$ cat src/rtl/pipe_pkg.sv
// Shared definitions for the handshaked pipeline stage register.
// Stage FSM encoding plus ID/EXE control and data field layout.
// No logic; constants and types only.
package pipe_pkg;

  // Occupancy of a stage: no entry, main only, main plus skid.
  typedef enum logic [1:0] {
    ST_EMPTY = 2'd0,
    ST_ONE   = 2'd1,
    ST_TWO   = 2'd2
  } pipe_state_e;

  // ID/EXE control bundle bit offsets.
  localparam int CTRL_ALUOP_LSB   = 0;   // AluOp[3:0]
  localparam int CTRL_ALUOP_W     = 4;
  localparam int CTRL_REGDST_LSB  = 4;   // RegDst[5:4]
  localparam int CTRL_REGDST_W    = 2;
  localparam int CTRL_ALUSRC_BIT  = 6;
  localparam int CTRL_ALUSRC1_BIT = 7;
  localparam int CTRL_MEMWR_BIT   = 8;
  localparam int CTRL_MEMRD_BIT   = 9;
  localparam int CTRL_MEM2REG_BIT = 10;
  localparam int CTRL_DATAC_BIT   = 11;
  localparam int ID_EXE_CTRL_W    = 12;

  // ID/EXE data bundle default field widths.
  localparam int IMM_W    = 32;
  localparam int RDATA_W  = 32;
  localparam int REG_W    = 5;
  localparam int SHAMT_W  = 5;
  localparam int PC_W     = 32;

  // ID/EXE data bundle field offsets, LSB first: PC+4, shamt, rd, rt, rdata2, rdata1, imm32.
  localparam int DATA_PC4_LSB    = 0;
  localparam int DATA_SHAMT_LSB  = DATA_PC4_LSB + PC_W;
  localparam int DATA_RD_LSB     = DATA_SHAMT_LSB + SHAMT_W;
  localparam int DATA_RT_LSB     = DATA_RD_LSB + REG_W;
  localparam int DATA_RDATA2_LSB = DATA_RT_LSB + REG_W;
  localparam int DATA_RDATA1_LSB = DATA_RDATA2_LSB + RDATA_W;
  localparam int DATA_IMM_LSB    = DATA_RDATA1_LSB + RDATA_W;
  localparam int ID_EXE_DATA_W   = DATA_IMM_LSB + IMM_W;  // 143

endpackage

$ cat src/rtl/pipe_sat_counter.sv
// Saturating up-counter for pipeline performance debug.
// Count visible one cycle after the inc cycle.
// No backpressure; holds at all-ones once saturated.
module pipe_sat_counter #(
  parameter int CNT_W = 16
) (
  input  logic             clk,
  input  logic             rst_n,
  input  logic             inc_i,
  output logic [CNT_W-1:0] cnt_o
);

  logic [CNT_W-1:0] cnt_q;
  logic [CNT_W-1:0] cnt_d;

  // Advance by one unless already at the maximum value.
  always_comb begin
    cnt_d = cnt_q;
    if (inc_i && (cnt_q != {CNT_W{1'b1}})) begin
      cnt_d = cnt_q + CNT_W'(1);
    end
  end

  // Counter register; only reset clears it.
  always_ff @(posedge clk or negedge rst_n) begin
    if (!rst_n) cnt_q <= '0;
    else        cnt_q <= cnt_d;
  end

  assign cnt_o = cnt_q;

endmodule

$ cat src/rtl/pipe_stage_reg.sv
// Handshaked pipeline stage register with optional 2-entry skid buffer and flush.
// 1 cycle from accept to out_*; 1 entry/cycle while out_ready is high.
// SKID=1: registered in_ready, absorbs one entry after a stall; SKID=0: combinational in_ready.
module pipe_stage_reg
  import pipe_pkg::*;
#(
  parameter int CTRL_W = ID_EXE_CTRL_W,
  parameter int DATA_W = ID_EXE_DATA_W,
  parameter int SKID   = 1,
  parameter int CNT_W  = 16
) (
  input  logic              clk,
  input  logic              rst_n,
  input  logic              flush,
  input  logic              in_valid,
  output logic              in_ready,
  input  logic [CTRL_W-1:0] in_ctrl,
  input  logic [DATA_W-1:0] in_data,
  output logic              out_valid,
  input  logic              out_ready,
  output logic [CTRL_W-1:0] out_ctrl,
  output logic [DATA_W-1:0] out_data,
  output logic [CNT_W-1:0]  stall_cnt,
  output logic [CNT_W-1:0]  bubble_cnt
);

  pipe_state_e       state_q, state_d;
  logic [CTRL_W-1:0] main_ctrl_q, main_ctrl_d;
  logic [DATA_W-1:0] main_data_q, main_data_d;
  logic [CTRL_W-1:0] skid_ctrl_q, skid_ctrl_d;
  logic [DATA_W-1:0] skid_data_q, skid_data_d;
  logic              in_ready_q;
  logic              accept;
  logic              drain;

  assign out_valid = (state_q != ST_EMPTY);
  assign in_ready  = (SKID != 0) ? in_ready_q : (out_ready | ~out_valid);
  assign accept    = in_valid & in_ready;
  assign drain     = out_valid & out_ready;

  // A bubble presents all-zero controls so it behaves as a NOP downstream.
  assign out_ctrl  = out_valid ? main_ctrl_q : '0;
  assign out_data  = main_data_q;

  // Next-state and register loads; flush overrides any same-cycle handshake.
  // With SKID=0, in_ready guarantees accept implies drain once full, so ST_TWO is never entered.
  always_comb begin
    state_d     = state_q;
    main_ctrl_d = main_ctrl_q;
    main_data_d = main_data_q;
    skid_ctrl_d = skid_ctrl_q;
    skid_data_d = skid_data_q;
    if (flush) begin
      state_d     = ST_EMPTY;
      main_ctrl_d = '0;
      main_data_d = '0;
      skid_ctrl_d = '0;
      skid_data_d = '0;
    end else begin
      case (state_q)
        ST_EMPTY: begin
          if (accept) begin
            state_d     = ST_ONE;
            main_ctrl_d = in_ctrl;
            main_data_d = in_data;
          end
        end
        ST_ONE: begin
          if (accept && drain) begin
            main_ctrl_d = in_ctrl;
            main_data_d = in_data;
          end else if (accept) begin
            state_d     = ST_TWO;
            skid_ctrl_d = in_ctrl;
            skid_data_d = in_data;
          end else if (drain) begin
            state_d     = ST_EMPTY;
          end
        end
        ST_TWO: begin
          if (drain) begin
            state_d     = ST_ONE;
            main_ctrl_d = skid_ctrl_q;
            main_data_d = skid_data_q;
          end
        end
        default: state_d = ST_EMPTY;
      endcase
    end
  end

  // State and payload registers; in_ready is precomputed from the next state.
  always_ff @(posedge clk or negedge rst_n) begin
    if (!rst_n) begin
      state_q     <= ST_EMPTY;
      main_ctrl_q <= '0;
      main_data_q <= '0;
      skid_ctrl_q <= '0;
      skid_data_q <= '0;
      in_ready_q  <= 1'b1;
    end else begin
      state_q     <= state_d;
      main_ctrl_q <= main_ctrl_d;
      main_data_q <= main_data_d;
      skid_ctrl_q <= skid_ctrl_d;
      skid_data_q <= skid_data_d;
      in_ready_q  <= (state_d != ST_TWO);
    end
  end

  pipe_sat_counter #(.CNT_W(CNT_W)) u_stall_cnt (
    .clk   (clk),
    .rst_n (rst_n),
    .inc_i (out_valid & ~out_ready),
    .cnt_o (stall_cnt)
  );

  pipe_sat_counter #(.CNT_W(CNT_W)) u_bubble_cnt (
    .clk   (clk),
    .rst_n (rst_n),
    .inc_i (~out_valid),
    .cnt_o (bubble_cnt)
  );

endmodule

$ cat config.mk
export PLATFORM = sky130hd
export DESIGN_NAME = pipe_stage_reg
export DESIGN_NICKNAME = d
export VERILOG_FILES = /design/src/rtl/pipe_pkg.sv /design/src/rtl/pipe_sat_counter.sv /design/src/rtl/pipe_stage_reg.sv
export SDC_FILE = /design/constraint.sdc
export NUM_CORES = 1
export LEC_CHECK = 0
export BUFFER_PORTS_ARGS = -buffer_cell sky130_fd_sc_hd__clkbuf_2
export CORE_MARGIN = 1
export CORE_UTILIZATION = 55
export CTS_BUF_LIST = sky130_fd_sc_hd__clkbuf_4
export DETAILED_ROUTE_END_ITERATION = 12
export PLACE_DENSITY = 0.89
export SLEW_MARGIN = 10
export SYNTH_ARGS = -nofsm -noshare
export SYNTH_HDL_FRONTEND = slang
export SYNTH_HIERARCHICAL = 1
export SYNTH_SLANG_ARGS = --single-unit
export TNS_END_PERCENT = 50
$ cat constraint.sdc
create_clock -name clk -period 4.3 [get_ports clk]
set_clock_uncertainty 0.15 [all_clocks]
set_input_delay 0.43 -clock clk [delete_from_list [all_inputs] [get_ports clk]]
set_output_delay 0.43 -clock clk [all_outputs]
set_load 0.02 [all_outputs]
=== Word-level counts from Yosys, hierarchy flattened ===
Index checks and enable logic that the tools add are counted.

* Word-level logic and storage cells: 58
* Output and inout bits: 189
* Input bits: 160
* Bits in registers: 345

* Add/sub/neg operators: 2
* Muxes and demuxes: 24
* Reductions and logical operators: 10
* Bitwise operators: 5
* Equal/unequal tests: 9

{| class="wikitable"
|+ Operators with widths
! kind !! number
|-
| $mux W143 || 7
|-
| $pmux W143 S3 || 1
|-
| $mux W12 || 8
|-
| $pmux W12 S3 || 1
|-
| $add A16 B1 Y16 const B || 2
|-
| $ne A16 B16 Y1 const B || 2
|-
| $mux W2 || 6
|-
| $ne A3 B3 Y1 const B || 3
|-
| $pmux W2 S3 || 1
|-
| $reduce_bool A2 Y1 || 3
|-
| $ne A2 B2 Y1 const B || 2
|-
| $reduce_and A4 Y1 || 1
|-
| $reduce_bool A4 Y1 || 1
|-
| $and A1 B1 Y1 || 3
|-
| $logic_and A1 B1 Y1 || 3
|-
| $reduce_and A3 Y1 || 1
|-
| $eq A2 B1 Y1 const B || 1
|-
| $eq A2 B2 Y1 const B || 1
|-
| $logic_not A2 Y1 || 1
|-
| $not A1 Y1 || 2
|}

=== Depth between registers and ports, before layout ===
Gate-level depths: netlist of the first run.

* Depth after elaboration: 8
* Gate-level depth with buffers: 9

=== Cells and area by module ===
Netlist of the first run, hierarchy kept.

{| class="wikitable"
|+ Modules (own cells, without submodules)
! module !! area an instance (µm²) !! times used !! cells an instance !! sequential area each (µm²)
|-
| pipe_stage_reg || 15183.3 || 1 || 1097 || 7833.8
|-
| pipe_sat_counter || 859.6 || 2 || 72 || 400.4
|}

=== Worst setup path after synthesis of the first run ===
No wires, ideal clock.

* Path kind: register to register
* Start point: register state_q[0]
* End point: register u_stall_cnt.cnt_q[7], in the netlist u_stall_cnt/cnt_o[7]
* Data arrival time: 2.043 ns
* Required time: 4.018 ns
* Setup slack: 1.974 ns
* Stages on the path, launching flop included: 9
* Path through: dfrtp_1 -> inv_1 -> ha_1 -> clkbuf_1 -> nor2_1 -> and3_1 -> and4_2 -> a31oi_1 -> a31oi_1

* Cells in the longest elaborated chain, start to end: 3

{| class="wikitable"
|+ RTL lines
! item !! RTL line !! RTL
|-
| start, declared || pipe_stage_reg.sv:27 || <nowiki>pipe_state_e state_q, state_d;</nowiki>
|-
| start signal, assigned || pipe_stage_reg.sv:102 || <nowiki>state_q <= state_d;</nowiki>
|-
| $reduce_bool A2 Y1 || pipe_stage_reg.sv:36 || <nowiki>assign out_valid = (state_q != ST_EMPTY);</nowiki>
|-
| $and A1 B1 Y1 || pipe_stage_reg.sv:114 || <nowiki>.inc_i (out_valid & ~out_ready),</nowiki>
|-
| $logic_and A1 B1 Y1 || pipe_sat_counter.sv:19 || <nowiki>if (inc_i && (cnt_q != {CNT_W{1'b1}})) begin</nowiki>
|-
| end signal, assigned || pipe_sat_counter.sv:27 || <nowiki>else cnt_q <= cnt_d;</nowiki>
|-
| end, declared || pipe_sat_counter.sv:13 || <nowiki>logic [CNT_W-1:0] cnt_q;</nowiki>
|}

No other way between the ends.
A chain may end at the register's enable or synchronous reset.

=== Worst setup path after layout of the first run ===
* Start point: register state_q[0]
* End point: register main_data_q[85], in the netlist out_data[85]

* Cells in the longest elaborated chain, start to end: 5
* Elaborated cells between the ends (all ways): 13
* Those cells by class: eq/ne (5); mux (2); bitwise (1); reduce/logical (5)

{| class="wikitable"
|+ RTL lines
! item !! RTL line !! RTL
|-
| $reduce_bool A2 Y1 || pipe_stage_reg.sv:36 ||
|-
| $and A1 B1 Y1 || pipe_stage_reg.sv:39 || <nowiki>assign drain = out_valid & out_ready;</nowiki>
|-
| $logic_and A1 B1 Y1 || pipe_stage_reg.sv:69 || <nowiki>if (accept && drain) begin</nowiki>
|-
| $ne A3 B3 Y1 (no source line) || - ||
|-
| $reduce_and A4 Y1 (no source line) || - ||
|-
| end signal, assigned || pipe_stage_reg.sv:104 || <nowiki>main_data_q <= main_data_d;</nowiki>
|-
| end, declared || pipe_stage_reg.sv:29 || <nowiki>logic [DATA_W-1:0] main_data_q, main_data_d;</nowiki>
|}

Parallel ways exist; a longest one is shown, timed or not.

==> results of run 1 <==
Yosys cell counts, types with 3 or more instances:
cell type  instances  area share [%]
a21oi_1           25            0.74
buf_12            10             1.2
a32oi_1            3            0.16
xnor2_1           10            0.52
dfrtp_1          344              51
nor2_1             7            0.16
buf_8             13             1.2
o21ai_0            3           0.089
buf_6             12            0.80
nor2b_1           12            0.44
xor2_1             5            0.26
and4_1             3            0.16
and3_1             4            0.15
o21a_1            10            0.44
a22o_1           155             8.0
clkbuf_1          31            0.69
mux2i_1          155             9.2
nand2_1           11            0.24
a211oi_1           5            0.22
buf_4              4            0.18
a31oi_1            6            0.22
nor4_4             4            0.50
a21oi_2          137             7.1
nand3_1           12            0.36
a211oi_2         150              11
ha_1               6            0.44
nand4_1           16            0.59
buf_2             52             1.5
state kept, by name, summed over array words and instances, names as in the netlist:
| name | count |
|---|---|
| in_ready | 1 |
| main_ctrl_q | 12 |
| out_data | 143 |
| skid_ctrl_q | 12 |
| skid_data_q | 143 |
| state_q | 2 |
| u_bubble_cnt/cnt_o | 16 |
| u_stall_cnt/cnt_o | 16 |
what timing repair did:
| item | CTS | global route |
|---|---|---|
| setup buffers | 0 | 0 |
| setup endpoints to repair | 0 | 0 |
| endpoints found under the hold margin | 414 | 0 |
| hold buffers | 157 | 0 |
report_power, final:
group	internal (mW)	switching (mW)	total (mW)
Sequential	3.74	0.445	4.18
Combinational	1.26	2.20	3.46
Clock	1.56	1.43	2.98
Total	6.56	4.07	10.6
per-stage QoR:
stage / instance area (um2) / cells / total power, mW
global route: 21200 / 2192 / 11.1
finish: 21200 / 2193 / 10.6
detailed placement: 18500 / 1873 / 7.47
global placement: 18500 / 1873 / 7.35
CTS: 21200 / 2188 / 10.5
floorplan: 16900 / 1241 / 6.67
placed cells by master, fill, tap and decap left out, types with 6 or more instances in the layout:
cell           count
clkbuf_4         135
buf_4              6
nand2_1           11
xnor2_1           10
a22o_1           155
a31oi_1            6
nor2_1             6
clkinv_1          13
a211oi_2         150
nor2b_1           12
mux2i_1          155
dfrtp_1          344
o21a_1            10
a21oi_1           25
a21oi_2          137
nand3_1           12
dlygate4sd3_1    157
clkbuf_2         346
buf_12            10
nand4_1           16
layer usage:
| metal | up-vias | global-route usage [%] | wire length (um) |
|---|---|---|---|
| li1 | 5809 | - | - |
| met1 | 6940 | 38.4 | 19100 |
| met2 | 755 | 52.2 | 24500 |
| met3 | 192 | 7.31 | 3860 |
| met4 | 0 | 16.6 | 2370 |
| met5 | - | 0 | 0 |
cells by family (layout without fill, tap and decap cells):
group | Yosys count | after routing | synth area share, %
and+or+nand+nor | 91 | 91 | 4.01
buffers and inverters | 125 | 682 | 5.61
xor gates and xnor gates | 15 | 15 | 0.777
AOI/OAI and AO/OA | 502 | 502 | 28.8
DFF | 345 | 345 | 51.1
adders and majority gates | 6 | 6 | 0.444
other | 0 | 5 | 0
muxes | 157 | 157 | 9.31
final timing paths:
check | from | endpoint | slack (ps) | cells after the start
min in group asynchronous | rst_n | skid_data_q[52] | 190 | 2
min | flush | out_data[117] | 90 | 2
max | state_q[0] | out_data[85] | 1240 | 8
max reg2reg | state_q[0] | out_data[85] | 1240 | 8
min reg2reg | skid_data_q[69] | skid_data_q[69] | 350 | 1
max in group asynchronous | rst_n | out_data[109] | 2630 | 3
area by class of cell:
| cell class | count | area, um2 | area share, % |
|---|---|---|---|
| sequential | 345 | 8630 | 40.6 |
| multi-input combinational | 771 | 7350 | 34.6 |
| timing repair buffer | 521 | 3580 | 16.8 |
| clock buffer | 135 | 1010 | 4.77 |
| tap | 390 | 488 | 2.30 |
| clock inverter | 23 | 154 | 0.724 |
| antenna | 5 | 12.5 | 0.0589 |
| inverter | 3 | 11.3 | 0.0530 |
==> reports/results.ini, run 1 <==
[route]
routed_wirelength_mm = 49.8
drt_iter0_markers = 1001
drc = 0
firstDrtPassIters = 5
ant_nets = 0
wire_per_inst_um = 22.7
viasPerCell = 6.25
vias = 13700

[synthesis]
synthFlopType = dfrtp_1
ys_seq_area_share_pct = 51.1
synth.distinct_cells = 50
synth_nets = 1407
ys_ff_latch = 345
synthArstFlopShare_pct = 100
synth_cells = 1241
netlist_area_um2 = 16900
synth_edf_count = 0
yosys_warnings = 6
avgSynthCellArea_um2 = 13.6

[global_routing]
groute.usage.overall_pct = 31.6
grt_max_degree = 156
gr-total-overflow = 0
grt_pass1_wl_mm = 78.5
grt_pass1_vias = 14600
antenna_found_initial = 4

[worst_hold_path]
min_path_type = input port to flip-flop

[pwr]
leakage_nw = 9.44
cellPowerDensity_nw_per_um2 = 500
peakVddDrop_mv = 0.380

[sta]
timing.hold.ws_ps = 86.0
tightest_slew_ps = 1210
min_period_ps = 3060
finalMaxSlewViolations = 0
worst_slack_ps = 1240
hold_viol = 0
max_freq_mhz = 327
max_slew_margin_pct = 19.0
rsz0062_at_grt = no
tns_ps = 0
period_share_pct = 71.1
setup_viol = 0

[final_layout]
area_growth_pct = 25.7
drive_gt1_share_pct = 45.9
n_fill_cell = 1878
fin_nets = 1900
final_core_utilization_pct = 70.9

[die]
core_area_um2 = 30000
io_pins = 349
core.rowCount = 63
start_util_pct = 56.4
dieArea_um2 = 31400
die_height_um = 177
dieWidth_um = 177

[cts]
clkLatencyLatePin_ps = 710
htreeDepth = 3
clk_pin_slew_ps = 70
cts_tree = yes
cts_made_buffers = 92
cts_max_path_buffers = 3
cts_resized = 0
cts-root-buf = clkbuf_4
clock-sinks = 345

[setup_path]
crit_buf_inv = 3
cpMaxStageDelayCell = buf_12
cp-start-kind = flip-flop
worst_setup_path_end_kind = flip-flop
max_stage_delay_ps = 730
crit_fanout = 155
crit_chain = inv_1 -> ha_1 -> buf_4 -> nand2b_1 -> o32ai_4 -> buf_12 -> a21oi_2 -> a211oi_2
cpLargestDelayFamily = buffers and inverters
crit_type = flip-flop to flip-flop
arrival_ps = 3530
worst_ep_required_time_ps = 4770

[run]
maxCapViolCount = 0

[placed_design]
io_buffers = 348
dp_hpwl_mm = 25.9
pre_cts_slack_ps = 1340
place_congestion = 0.836

[status]
status = completed

(Power assumes the default switching activity.)
==> run 2, diff against run 1 <==
--- a/config.mk
+++ b/config.mk
@@ -7,10 +7,10 @@
 export LEC_CHECK = 0
 export BUFFER_PORTS_ARGS = -buffer_cell sky130_fd_sc_hd__clkbuf_2
 export CORE_MARGIN = 1
-export CORE_UTILIZATION = 55
+export CORE_UTILIZATION = 52
 export CTS_BUF_LIST = sky130_fd_sc_hd__clkbuf_4
 export DETAILED_ROUTE_END_ITERATION = 12
-export PLACE_DENSITY = 0.89
+export PLACE_DENSITY = 0.88
 export SLEW_MARGIN = 10
 export SYNTH_ARGS = -nofsm -noshare
 export SYNTH_HDL_FRONTEND = slang
==> constraint.sdc (replaced) <==
create_clock -name clk -period 2.7 [get_ports clk]
set_clock_uncertainty 0.15 [all_clocks]
set_input_delay 0.27 -clock clk [delete_from_list [all_inputs] [get_ports clk]]
set_output_delay 0.27 -clock clk [all_outputs]
set_load 0.02 [all_outputs]
==> reports/results.ini, run 2 (same netlist as run 1, synthesis figures left out) <==
[status]
status = completed

[setup_path]
rrSetupSlack_ps = 110
arrival_ps = 3040
max_stage_delay_ps = 430
crit_chain = inv_1 -> ha_2 -> nand2b_1 -> o21ai_4 -> buf_4 -> buf_12 -> a21oi_1 -> a211oi_2
cpMaxStageDelayCell = dfrtp_1
crit_type = flip-flop to flip-flop
crit_fanout = 44
cpLargestDelayFamily = compound AO/OA/AOI/OAI gates
reg2reg_depth = 8
worst-path-stages = 8
cp-start-kind = flip-flop
worst_ep_required_time_ps = 3150
worst_setup_path_end_kind = flip-flop
crit_buf_inv = 3

[worst_hold_path]
min_path_type = input port to async pin

[route]
routed_wirelength_mm = 51.5
drt_iter0_markers = 847
wire_per_inst_um = 22.7
ant_nets = 0
viasPerCell = 6.04
vias = 13700
drc = 0
firstDrtPassIters = 6

[final_layout]
layout_common_cells = clkbuf_2 (346), dfrtp_1 (344), dlygate4sd3_1 (159)
mostFrequentLayoutCell = clkbuf_2
fin_nets = 1937
drive_gt1_share_pct = 46.9
area_growth_pct = 28.5

[die]
start_util_pct = 53.2
dieWidth_um = 182
io_pins = 349
die_height_um = 182
core_area_um2 = 31800
core.rowCount = 65
dieArea_um2 = 33200

[cts]
cts_tree = yes
clock-sinks = 345
cts_made_buffers = 89
htreeDepth = 3
clk_pin_slew_ps = 70
cts_max_path_buffers = 3
cts-root-buf = clkbuf_4
clkLatencyLatePin_ps = 760

[sta]
tightest_slew_ps = 859
period_share_pct = 96.1
max_freq_mhz = 386
worst_slack_ps = 107
min_period_ps = 2590
hold_viol = 0
finalMaxSlewViolations = 0
setup_viol = 0
max_slew_margin_pct = 42.8

[global_routing]
gr-total-overflow = 0
grt_pass1_wl_mm = 79.0
grt_max_degree = 106
groute.usage.overall_pct = 30.1
antenna_found_initial = 7
grt_pass1_vias = 14500

[placed_design]
pre_cts_slack_ps = 16.1
dp_hpwl_mm = 28.1
place_congestion = 0.861
io_buffers = 348

[pwr]
cellPowerDensity_nw_per_um2 = 781
leakage_nw = 9.65
finalPower_mw = 17.0
peakVddDrop_mv = 0.548

[run]
maxCapViolCount = 0

[run 2: changes by cell type in the layout (fill, tap and decap cells not counted), sizes merged]
cell	before	now
buf	17	53
clkinv	19	10
diode	5	9
bufinv	2	0
dlygate4sd3	157	159
inv	5	7
clkbuf	482	483
[run 2: where the power goes]
part,switching [mW],internal [mW]
registers,0.707,5.95
clock network,2.18,2.24
logic,3.62,2.24
[run 2: what timing repair did]
action	4_1_cts	5_1_grt
cloned	0	3
setup buffers	0	7
pin swaps	0	2
endpoints found under the setup margin	6	57
hold buffers	160	0
endpoints found under the hold margin	655	0
resized for setup	0	5
[run 2: routing by layer]
layer	part of all wire [%]	wire (um)	global-route usage, %
met2	49	25100	49.3
met5	0.029	15	0
met3	8.3	4290	8.70
met4	4.7	2440	16.4
met1	38	19700	36.0
[run 2: area by class of cell]
class	instances	area, um2
Sequential cell	345	8630
Timing Repair Buffer	561	4090
Clock inverter	14	53.8
Inverter	3	11.3
Fill cell	2120	10100
Clock buffer	134	1010
Antenna cell	9	22.5
Tap cell	435	544
Multi-Input combinational cell	771	7360
[run 2: final timing paths]
| check | start | end |
|---|---|---|
| max | state_q[0] | out_data[80] |
| min | rst_n | skid_data_q[42] |
| max in group asynchronous | rst_n | skid_data_q[68] |
| min reg2reg | skid_data_q[87] | skid_data_q[87] |
| max reg2reg | state_q[0] | out_data[80] |
| min in group clk | in_data[36] | skid_data_q[36] |
[run 2: per-stage QoR]
step	instances	hold slack [ps]	area (um2)	util (%)	TNS, ps
finish	2272	65.9	21700	68.3	0
global route	2270	26.9	21700	68.3	-22.8
CTS	2253	22.5	21500	67.7	-34.7
detailed placement	1945	145	18900	59.3	0
global placement	1945	136	18900	59.3	0
floorplan	1241	-176	16900	-	0
[run 2: worst min-delay path, cell delays in order]
cell           delay (ps)
dlygate4sd3_1         560
buf_8                 250
buf_12                260
